`src/rtl/alu_decode_stage.sv`:
```
// ALU-side decode and ID/EX register: ALU control, operands and writeback tags.
// Optional ALU_DECODE_ILLEGAL_EN adds a registered IllegalE flag.
module alu_decode_stage (
    input  logic        clk,
    input  logic        rst_n,
    input  logic [31:0] InstrD,
    input  logic [31:0] RD1D,
    input  logic [31:0] RD2D,
    input  logic        ValidD,
    input  logic        StallE,
    input  logic        FlushE,
    output logic [3:0]  ALUCtrlE,
    output logic [31:0] SrcAE,
    output logic [31:0] SrcBE,
    output logic [4:0]  DstRegE,
    output logic        RegWriteE,
    output logic        ValidE
`ifdef ALU_DECODE_ILLEGAL_EN
    ,
    output logic        IllegalE
`endif
);

    logic [5:0]  op;
    logic [5:0]  funct;
    logic [4:0]  rt;
    logic [4:0]  rd;
    logic [31:0] se;
    logic [31:0] ze;

    assign op    = InstrD[31:26];
    assign funct = InstrD[5:0];
    assign rt    = InstrD[20:16];
    assign rd    = InstrD[15:11];
    assign se    = {{16{InstrD[15]}}, InstrD[15:0]};
    assign ze    = {16'h0, InstrD[15:0]};

    logic [3:0]  dec_alu;
    logic [31:0] dec_a;
    logic [31:0] dec_b;
    logic [4:0]  dec_dst;
    logic        dec_we;
    logic        dec_ill;

    // Unsupported encodings fall through to the register-operand defaults.
    always_comb begin
        dec_alu = 4'b0000;
        dec_a   = RD1D;
        dec_b   = RD2D;
        dec_dst = 5'd0;
        dec_we  = 1'b0;
        dec_ill = 1'b0;
        if (InstrD == 32'h0) begin
            dec_a = 32'h0;
            dec_b = 32'h0;
        end else begin
            unique case (op)
                6'h00: begin
                    dec_dst = rd;
                    dec_we  = 1'b1;
                    unique case (funct)
                        6'h24:        dec_alu = 4'b0000;
                        6'h25:        dec_alu = 4'b0001;
                        6'h20, 6'h21: dec_alu = 4'b0010;
                        6'h2A, 6'h2B: dec_alu = 4'b0011;
                        6'h26:        dec_alu = 4'b0100;
                        6'h27:        dec_alu = 4'b0101;
                        6'h22, 6'h23: dec_alu = 4'b0110;
                        default: begin
                            dec_dst = 5'd0;
                            dec_we  = 1'b0;
                            dec_ill = 1'b1;
                        end
                    endcase
                end
                6'h08, 6'h09, 6'h0A, 6'h0B: begin
                    dec_alu = op[1] ? 4'b0011 : 4'b0010;
                    dec_b   = se;
                    dec_dst = rt;
                    dec_we  = 1'b1;
                end
                6'h0C, 6'h0D, 6'h0E: begin
                    dec_alu = {1'b0, op[1], 1'b0, op[0]};
                    dec_b   = ze;
                    dec_dst = rt;
                    dec_we  = 1'b1;
                end
                6'h0F: begin
                    dec_alu = 4'b0111;
                    dec_a   = {InstrD[15:0], 16'h0};
                    dec_b   = 32'h0;
                    dec_dst = rt;
                    dec_we  = 1'b1;
                end
                6'h23: begin
                    dec_alu = 4'b0010;
                    dec_b   = se;
                    dec_dst = rt;
                    dec_we  = 1'b1;
                end
                6'h2B: begin
                    dec_alu = 4'b0010;
                    dec_b   = se;
                end
                6'h04, 6'h05: begin
                    dec_alu = 4'b0110;
                end
                default: dec_ill = 1'b1;
            endcase
        end
    end

    logic [3:0]  alu_d,   alu_q;
    logic [31:0] srca_d,  srca_q;
    logic [31:0] srcb_d,  srcb_q;
    logic [4:0]  dst_d,   dst_q;
    logic        we_d,    we_q;
    logic        valid_d, valid_q;
    logic        load;

    // Flush beats stall; an invalid slot loads the same bubble as a flush.
    assign load = !FlushE && !StallE && ValidD;

    always_comb begin
        alu_d   = alu_q;
        srca_d  = srca_q;
        srcb_d  = srcb_q;
        dst_d   = dst_q;
        we_d    = we_q;
        valid_d = valid_q;
        if (FlushE || !StallE) begin
            alu_d   = load ? dec_alu : 4'b0000;
            srca_d  = load ? dec_a   : 32'h0;
            srcb_d  = load ? dec_b   : 32'h0;
            dst_d   = load ? dec_dst : 5'd0;
            we_d    = load ? dec_we  : 1'b0;
            valid_d = load;
        end
    end

    always_ff @(posedge clk or negedge rst_n) begin
        if (!rst_n) begin
            alu_q   <= 4'b0000;
            srca_q  <= 32'h0;
            srcb_q  <= 32'h0;
            dst_q   <= 5'd0;
            we_q    <= 1'b0;
            valid_q <= 1'b0;
        end else begin
            alu_q   <= alu_d;
            srca_q  <= srca_d;
            srcb_q  <= srcb_d;
            dst_q   <= dst_d;
            we_q    <= we_d;
            valid_q <= valid_d;
        end
    end

    assign ALUCtrlE  = alu_q;
    assign SrcAE     = srca_q;
    assign SrcBE     = srcb_q;
    assign DstRegE   = dst_q;
    assign RegWriteE = we_q;
    assign ValidE    = valid_q;

`ifdef ALU_DECODE_ILLEGAL_EN
    logic ill_d, ill_q;

    always_comb begin
        ill_d = ill_q;
        if (FlushE || !StallE) begin
            ill_d = load && dec_ill;
        end
    end

    always_ff @(posedge clk or negedge rst_n) begin
        if (!rst_n) begin
            ill_q <= 1'b0;
        end else begin
            ill_q <= ill_d;
        end
    end

    assign IllegalE = ill_q;
`else
    logic unused_ill;
    assign unused_ill = dec_ill;
`endif

endmodule

```
`config.mk`:
```
export PLATFORM = sky130hd
export DESIGN_NAME = alu_decode_stage
export DESIGN_NICKNAME = d
export VERILOG_FILES = /design/src/rtl/alu_decode_stage.sv
export SDC_FILE = /design/constraint.sdc
export NUM_CORES = 1
export LEC_CHECK = 0
export ABC_CLOCK_PERIOD_IN_PS = 1000
export CAP_MARGIN = 10
export CORE_AREA = 2 2 79 81
export CTS_BUF_LIST = sky130_fd_sc_hd__clkbuf_2 sky130_fd_sc_hd__clkbuf_4 sky130_fd_sc_hd__clkbuf_8
export DETAILED_ROUTE_END_ITERATION = 6
export DIE_AREA = 0 0 81 83
export DONT_BUFFER_PORTS = 1
export PLACE_DENSITY = 0.71
export RECOVER_POWER = 100
export SETUP_SLACK_MARGIN = 0.05
export SLEW_MARGIN = 30
export SYNTH_ARGS = -nofsm -noshare
export SYNTH_HDL_FRONTEND = slang
export SYNTH_SLANG_ARGS = --single-unit
```
`constraint.sdc`:
```
create_clock -name clk -period 1 [get_ports clk]
set_input_delay 0.2 -clock clk [delete_from_list [all_inputs] [get_ports clk]]
set_output_delay 0.2 -clock clk [all_outputs]
set_load 0.01 [all_outputs]
```
Yosys cells after proc, flatten, opt, wreduce, memory -nomap -nowiden
Cells that the tools add are included.

Flip-flop bits (word level): 75. Input bits: 101. Logic and storage cells: 64. Output and inout port bits: 75.

Equality and inequality tests: 22. Muxes and demuxes: 19. Reduce and logical (&&, ||, !) cells: 17.

Operators by type and width (number): 2-to-1 mux 32 bit (5); case mux 32 bit (3 select lines) (1); equality test 6 bit (second input constant) (12); equality test 6 x 4 -> 1 bit (second input constant) (8); case mux 3 bit (6 select lines) (2); logical NOT 32 bit (1); 2-to-1 mux 5 bit (3); equality test 6 x 3 -> 1 bit (second input constant) (2); case mux 5 bit (2 select lines) (1); OR reduction 10 bit (1); OR reduction 2 bit (5); OR reduction 9 bit (1); 2-to-1 mux 4 bit (2); logical NOT 6 bit (1); OR reduction 6 bit (1); 2-to-1 mux 1 bit (4); OR reduction 4 bit (1); OR reduction 3 bit (1); logical AND 1 bit (2); logical NOT 1 bit (2); case mux 1 bit (2 select lines) (1); logical OR 1 bit (1).

Depth between registers and ports, before layout
Gate-level depths: netlist of run 1.

Depth in word-level cells: 6. Mapped depth: 8. Mapped depth without buffers: 5.

Least setup slack after synthesis of run 1
Ideal clock, no wire load.

Kind: input -> register. From: input InstrD[29]. To: register srca_q[14], in the netlist SrcAE[14]. Stages: 8. Required time: 0.879 ns. Path slack: -0.732 ns. Arrival time: 1.611 ns. Buffers on the path: 3. Setup time: 0.121 ns. Path through: buf_4 > nor4_4 > nand3_1 > o31ai_2 > nor2b_1 > buf_6 > buf_6 > a22o_1.

Word-level cells in the longest chain between the ends: 4. Elaborated cells between the ends (all ways): 5. Classes of those cells: 1 x eq/ne; 3 x mux; 1 x reduce/logical.

RTL lines: start: declaration (RTL line 6) `input logic [31:0] InstrD,`; equality test 6 x 4 -> 1 bit (RTL line 57) `unique case (op)`; 2-to-1 mux 32 bit (RTL line 57); 2-to-1 mux 32 bit * (RTL line 53) `if (InstrD == 32'h0) begin`; 2-to-1 mux 32 bit * (RTL line 133) `srca_d = load ? dec_a : 32'h0;`; end signal: assignment (RTL line 151) `srca_q <= srca_d;`; end: declaration (RTL line 114) `logic [31:0] srca_d, srca_q;`.

Mark *: on every way between the ends. The rest lies on a longest branch, timed or not. A chain may end at the register's enable or synchronous reset.

Final worst setup path of run 1
From: input InstrD[13]. To: register srca_q[11], in the netlist SrcAE[11].

Word-level cells in the longest chain between the ends: 3.

RTL lines (RTL line): logical NOT 32 bit (53); 2-to-1 mux 32 bit (53); 2-to-1 mux 32 bit (133).

No other way between the ends.

==> results.toml, run 1 <==
[yosys]
synthesis.nets = 442
synth_compound_area_share_pct = 20.8
ys_warn_count = 0
synthMuxAreaShare_pct = 5.29
syn_area_per_cell_um2 = 9.99
yosysSeqAreaShare_pct = 54.4
synth_top_family_by_area = "compound AO/OA/AOI/OAI gates"
synthSimpleGateAreaFrac_pct = 14.6
synth-seq-cells = 74
syn_inst = 341
synth_cell_types = 36
synth_fa_ha_area_share_pct = 0
syn-cell-area_um2 = 3410
synth_xor_area_share_pct = 0.257

[cts]
cts_sinks = 74
root_buffer = "clkbuf_8"
htreeDepth = 3
ctsLongestPathBuffers = 2
cts_tree = "built"
clkLatencyLatePin_ns = 0.33
clk_pin_slew_ns = 0.08
numCtsBuffers = 9

[floorplanning]
dieArea_um2 = 6720
start_util_pct = 58.6
fp.dieW_um = 81
die_h_um = 83
num_rows = 28
core_area_um2 = 5820
io_pins = 176

[status]
violations = "negative hold slack, negative setup slack"
status = "complete, but fails checks"

[sta]
setup_ws_ns = -0.223
setup_viol = 73
skew_ns = 0
rsz0062_at_grt = "true"
post-route-period-util_pct = 122
whs_ns = -0.457
max_clock_freq_ghz = 0.818
drv_slew = 0
hold_viol = 74
min_period_ns = 1.22

[worst_setup_path]
slowest_delay_ns = 0.34
cpMaxStageDelayCell = "o31ai_4"
path_class = "input pin to flip-flop"
path_max_fanout = 8
worstPathCellList = "nor4_4, nand4_1, o31ai_4, buf_6, nor2b_4, a22o_1"
ff2ff_path_depth = 1
cp.required_ns = 1.22
r2r_slack_ns = 0.19
r2r-end = "SrcAE[11]"
critPathBufInv = 1
worstSetupStartpoint = "InstrD[13]"
crit_family = "compound AO/OA/AOI/OAI gates"
start_kind = "input pin"
crit_path_end_kind = "flip-flop"
r2r_start = "SrcAE[11]"
worstPathArrival_ns = 1.45

[place]
pre_cts_ws_ns = -0.617
place_area_um2 = 3630
gp_congestion = 0.851
place_hpwl_um = 6470
port-buffer-count = 0

[power_and_ir_drop]
p_per_area_nw_per_um2 = 1490
finalPower_mw = 6.08
p_leak_nw = 1.89
peakVddDrop_mv = 0.924

[finish]
drive_gt1_share_pct = 15.6
nets = 468
num_antenna_cells = 0
area_growth_pct = 19.5
fin_area_um2 = 4070
fin_util_pct = 70.0

[detailed_routing]
first_iter_violations = 80
via_per_inst = 6.17
final_antenna_net_count = 0
via_count = 2752
post_drt_wl_per_cell_um = 21.5
first_pass_iters = 4
drc_errors = 0
routed_wl_um = 9580

[global_route]
grt.total_usage_pct = 28.8
grt_pass1_wl_um = 14900
gr-total-overflow = 0
grt_max_degree = 75
antenna_found_initial = 0
grt_pass1_vias = 2856

[job]
maxCapViolCount = 0

[worst_hold_path]
holdCritPathClass = "input pin to async pin"
sequential cells by signal, summed over array words and instances, names as in the netlist:
register / count
RegWriteE: 1
ALUCtrlE: 3
ValidE: 1
SrcAE: 32
DstRegE: 5
SrcBE: 32
worst max-delay path by stage:
stage | to | slack, ns | depth (start not counted)
floorplan | SrcAE[10] | -0.66 | 8
global placement | SrcAE[4] | -0.57 | 6
detailed placement | SrcAE[5] | -0.62 | 6
CTS | SrcAE[13] | -0.12 | 6
global route | SrcAE[13] | -0.29 | 6
finish | SrcAE[11] | -0.22 | 6
power breakdown:
group          internal [mW]  switching, mW  total (mW)
logic                  0.276          0.262       0.538
clock network           1.20           1.10        2.30
registers               3.10          0.137        3.24
synthesized netlist by cell type:
cell type	number	area, um^2
nor2_1	23	86.3
a211oi_1	1	7.51
nand4b_1	1	8.76
o21a_1	2	15.0
buf_2	5	25.0
nor4_1	5	31.3
xor2_1	1	8.76
conb_1	1	3.75
a21o_1	2	15.0
buf_4	4	30.0
o22ai_1	1	6.26
nor4_4	1	21.3
buf_6	4	45.0
inv_1	1	3.75
a21boi_0	1	7.51
o21ai_1	15	75.1
or3_1	1	6.26
nor3b_1	3	22.5
a22o_1	16	140
nand3_1	2	10.0
a2111oi_4	1	27.5
dfrtp_1	74	1850
a21oi_1	6	30.0
clkbuf_1	14	52.6
nor2b_1	3	18.8
o31ai_2	1	12.5
a22oi_1	21	158
nand2_1	60	225
o41ai_1	1	8.76
nand4_1	1	6.26
nor3_1	6	30.0
o21ai_0	41	205
mux2i_1	18	180
nand2b_1	2	12.5
or4_4	1	11.3
nand2_2	1	6.26
through the flow:
step,setup TNS [ns],hold slack (ns),std cells
3_3_place_gp,-37.98,-0.0942,414
5_1_grt,-17.48,-0.477,446
2_1_floorplan,-38.86,-0.0956,341
6_report,-11.91,-0.457,446
4_1_cts,-7.19,-0.468,445
3_5_place_dp,-40.73,-0.0941,414
final cells by class:
type	count	area [um^2]
clock buffers	10	138
multi-input cells	240	1510
well taps	75	93.8
fillers	441	1740
repair buffers	41	418
inverters	1	3.75
flip-flops and latches	74	1850
clock inverters	5	55.1
kinds of logic after synthesis:
| group | Yosys count |
|---|---|
| xor gates and xnor gates | 1 |
| buffers and inverters | 28 |
| DFF | 74 |
| and+or+nand+nor | 110 |
| other | 1 |
| muxes | 18 |
| AOI/OAI and AO/OA | 109 |
cells in the final DEF (no fill, tap or decap), drive strengths merged, types with 2 or more instances in the layout:
cell type     n
clkinvlp      2
clkinv        2
nand2        61
o21a          2
a22o         16
nor3          6
nor3b         3
buf          25
mux2i        18
nand2b        2
dfrtp        74
clkbuf       10
nor4          6
a21oi         6
nand3         2
a21o          2
a22oi        21
nor2b         4
nor2         23
dlygate4sd3  16
o21ai        56
per-layer routing:
layer	part of all wire, %	wire [um]	GRT usage [%]
met1	38	3660	35.7
met5	0	0	0
met3	9.4	903	10.5
met2	50	4750	45.5
met4	2.7	260	11.2
timing repair:
action	in CTS	in global routing
cloned	1	0
pin swaps	11	8
resized for setup	25	9
endpoints found under the hold margin	89	75
setup endpoints to repair	147	147
buffers inserted	0	0
hold buffers	15	1
Power figures use the tool's default switching activity.
==> inputs of run 2 (changes only) <==
--- a/config.mk
+++ b/config.mk
@@ -12,6 +12,7 @@
 export DETAILED_ROUTE_END_ITERATION = 6
 export DIE_AREA = 0 0 81 83
 export DONT_BUFFER_PORTS = 1
+export MAX_ROUTING_LAYER = met4
 export PLACE_DENSITY = 0.71
 export RECOVER_POWER = 100
 export SETUP_SLACK_MARGIN = 0.05
==> run 2 against run 1 <==
Against the previous run:
- the flow still finishes with violations (negative hold slack, negative setup slack)
- non-clock buffer count unchanged
- register-to-register slack is essentially flat
- final cell count is the same
- wire length rose by 0.13%
- via count rose by 0.47%
==> results.toml, run 2 (synthesis gave the netlist of run 1 again) <==
[finish]
multi_input_area_um2 = 1510
fin_area_um2 = 4070
seqCellArea_um2 = 1850
final_common_cell = "dfrtp_1"
area_growth_pct = 19.5
drive_gt1_share_pct = 15.6
nets = 468
nFillCells = 441
layout_common_cells = "dfrtp_1 (72), nand2_1 (59), o21ai_1 (36)"
num_antenna_cells = 0

[detailed_routing]
via_count = 2765
via_per_inst = 6.20
first_iter_violations = 115
drc_errors = 0
routed_wl_um = 9590
post_drt_wl_per_cell_um = 21.5
final_antenna_net_count = 0
first_pass_iters = 4

[place]
place_hpwl_um = 6470
gp_congestion = 0.865
port-buffer-count = 0
place_area_um2 = 3630
pre_cts_ws_ns = -0.617

[worst_setup_path]
worstPathCellList = "nor4_4, nand4_1, o31ai_4, buf_6, nor2b_4, a22o_1"
cp.required_ns = 1.22
r2r-end = "SrcAE[11]"
path_class = "input pin to flip-flop"
slowest_delay_ns = 0.34
start_kind = "input pin"
r2r_slack_ns = 0.20
path_max_fanout = 8
ff2ff_path_depth = 1
crit_path_end_kind = "flip-flop"
cpMaxStageDelayCell = "o31ai_4"
r2r_start = "SrcAE[11]"
critPathBufInv = 1
crit_family = "compound AO/OA/AOI/OAI gates"
worstPathArrival_ns = 1.44

[cts]
htreeDepth = 3
ctsLongestPathBuffers = 2
post_cts_buffers = 0
root_buffer = "clkbuf_8"
cts_tree = "built"
clk_pin_slew_ns = 0.08
numCtsBuffers = 9
clkLatencyLatePin_ns = 0.33
cts_sinks = 74

[floorplanning]
dieArea_um2 = 6720
die_h_um = 83
fp.dieW_um = 81
start_util_pct = 58.6
io_pins = 176
core_area_um2 = 5820
num_rows = 28

[global_route]
grt.total_usage_pct = 29.6
gr-total-overflow = 0
antenna_found_initial = 0
grt_pass1_wl_um = 14800
grt_pass1_vias = 2864
grt_max_degree = 75

[sta]
drv_slew = 0
setup_ws_ns = -0.222
max_clock_freq_ghz = 0.818
min_period_ns = 1.22
setup_viol = 73
post-route-period-util_pct = 122
rsz0062_at_grt = "true"
whs_ns = -0.457
hold_viol = 74
skew_ns = 0

[worst_hold_path]
holdCritPathClass = "input pin to async pin"

[power_and_ir_drop]
p_leak_nw = 1.89
p_per_area_nw_per_um2 = 1490
finalPower_mw = 6.07
peakVddDrop_mv = 0.923

[job]
maxCapViolCount = 0

[status]
status = "complete, but fails checks"
violations = "negative hold slack, negative setup slack"
[run 2: cell counts in the layout (fill, tap and decap cells not counted)]
No cell type changed its count.
[run 2: cell type report]
type | instances | area share [%]
clock buffer | 10 | 3.38
clock inverter | 5 | 1.35
inverter | 1 | 0.0922
multi-input combinational | 240 | 37.1
sequential | 74 | 45.5
tap | 75 | 2.30
timing repair buffer | 41 | 10.3
[run 2: stage by stage]
step           TNS [ns]  util [%]  instances
4_1_cts           -7.19      69.2        445
3_5_place_dp     -40.73      62.5        414
3_3_place_gp     -37.98      62.5        414
6_report         -11.95      70.0        446
2_1_floorplan    -38.86         -        341
5_1_grt          -17.47      70.0        446
[run 2: repair_timing]
| item | 4_1_cts | 5_1_grt |
|---|---|---|
| gates resized for setup | 25 | 9 |
| setup endpoints to repair | 147 | 147 |
| cloned | 1 | 0 |
| pin swaps | 11 | 8 |
| hold buffers | 15 | 1 |
| endpoints found under the hold margin | 89 | 75 |
[run 2: worst max-delay path by stage]
| stage | from | to | slack (ns) | cells after the start |
|---|---|---|---|---|
| after floorplan | InstrD[29] | SrcAE[10] | -0.66 | 8 |
| after global placement | InstrD[19] | SrcAE[4] | -0.57 | 6 |
| after detailed placement | InstrD[19] | SrcAE[5] | -0.62 | 6 |
| after CTS | InstrD[27] | SrcAE[13] | -0.12 | 6 |
| after global routing | InstrD[13] | SrcAE[13] | -0.29 | 6 |
| final | InstrD[13] | SrcAE[11] | -0.22 | 6 |
[run 2: report_power, final]
| group | total (mW) | internal (mW) | leakage, nW | switching (mW) |
|---|---|---|---|---|
| sequential | 3.24 | 3.10 | 1.01 | 0.136 |
| clock | 2.30 | 1.20 | 0.0941 | 1.10 |
| combinational | 0.537 | 0.276 | 0.790 | 0.262 |
| total | 6.07 | 4.58 | 1.89 | 1.50 |
[run 2: metal layers]
layer  track usage (%)  vias up  wire length (um)
met5                 -        -                 0
met3              10.0       34               768
met1              35.9     1333              3810
met2              45.4      139              4700
met4              11.7        0               314
li1                  -     1259                 -
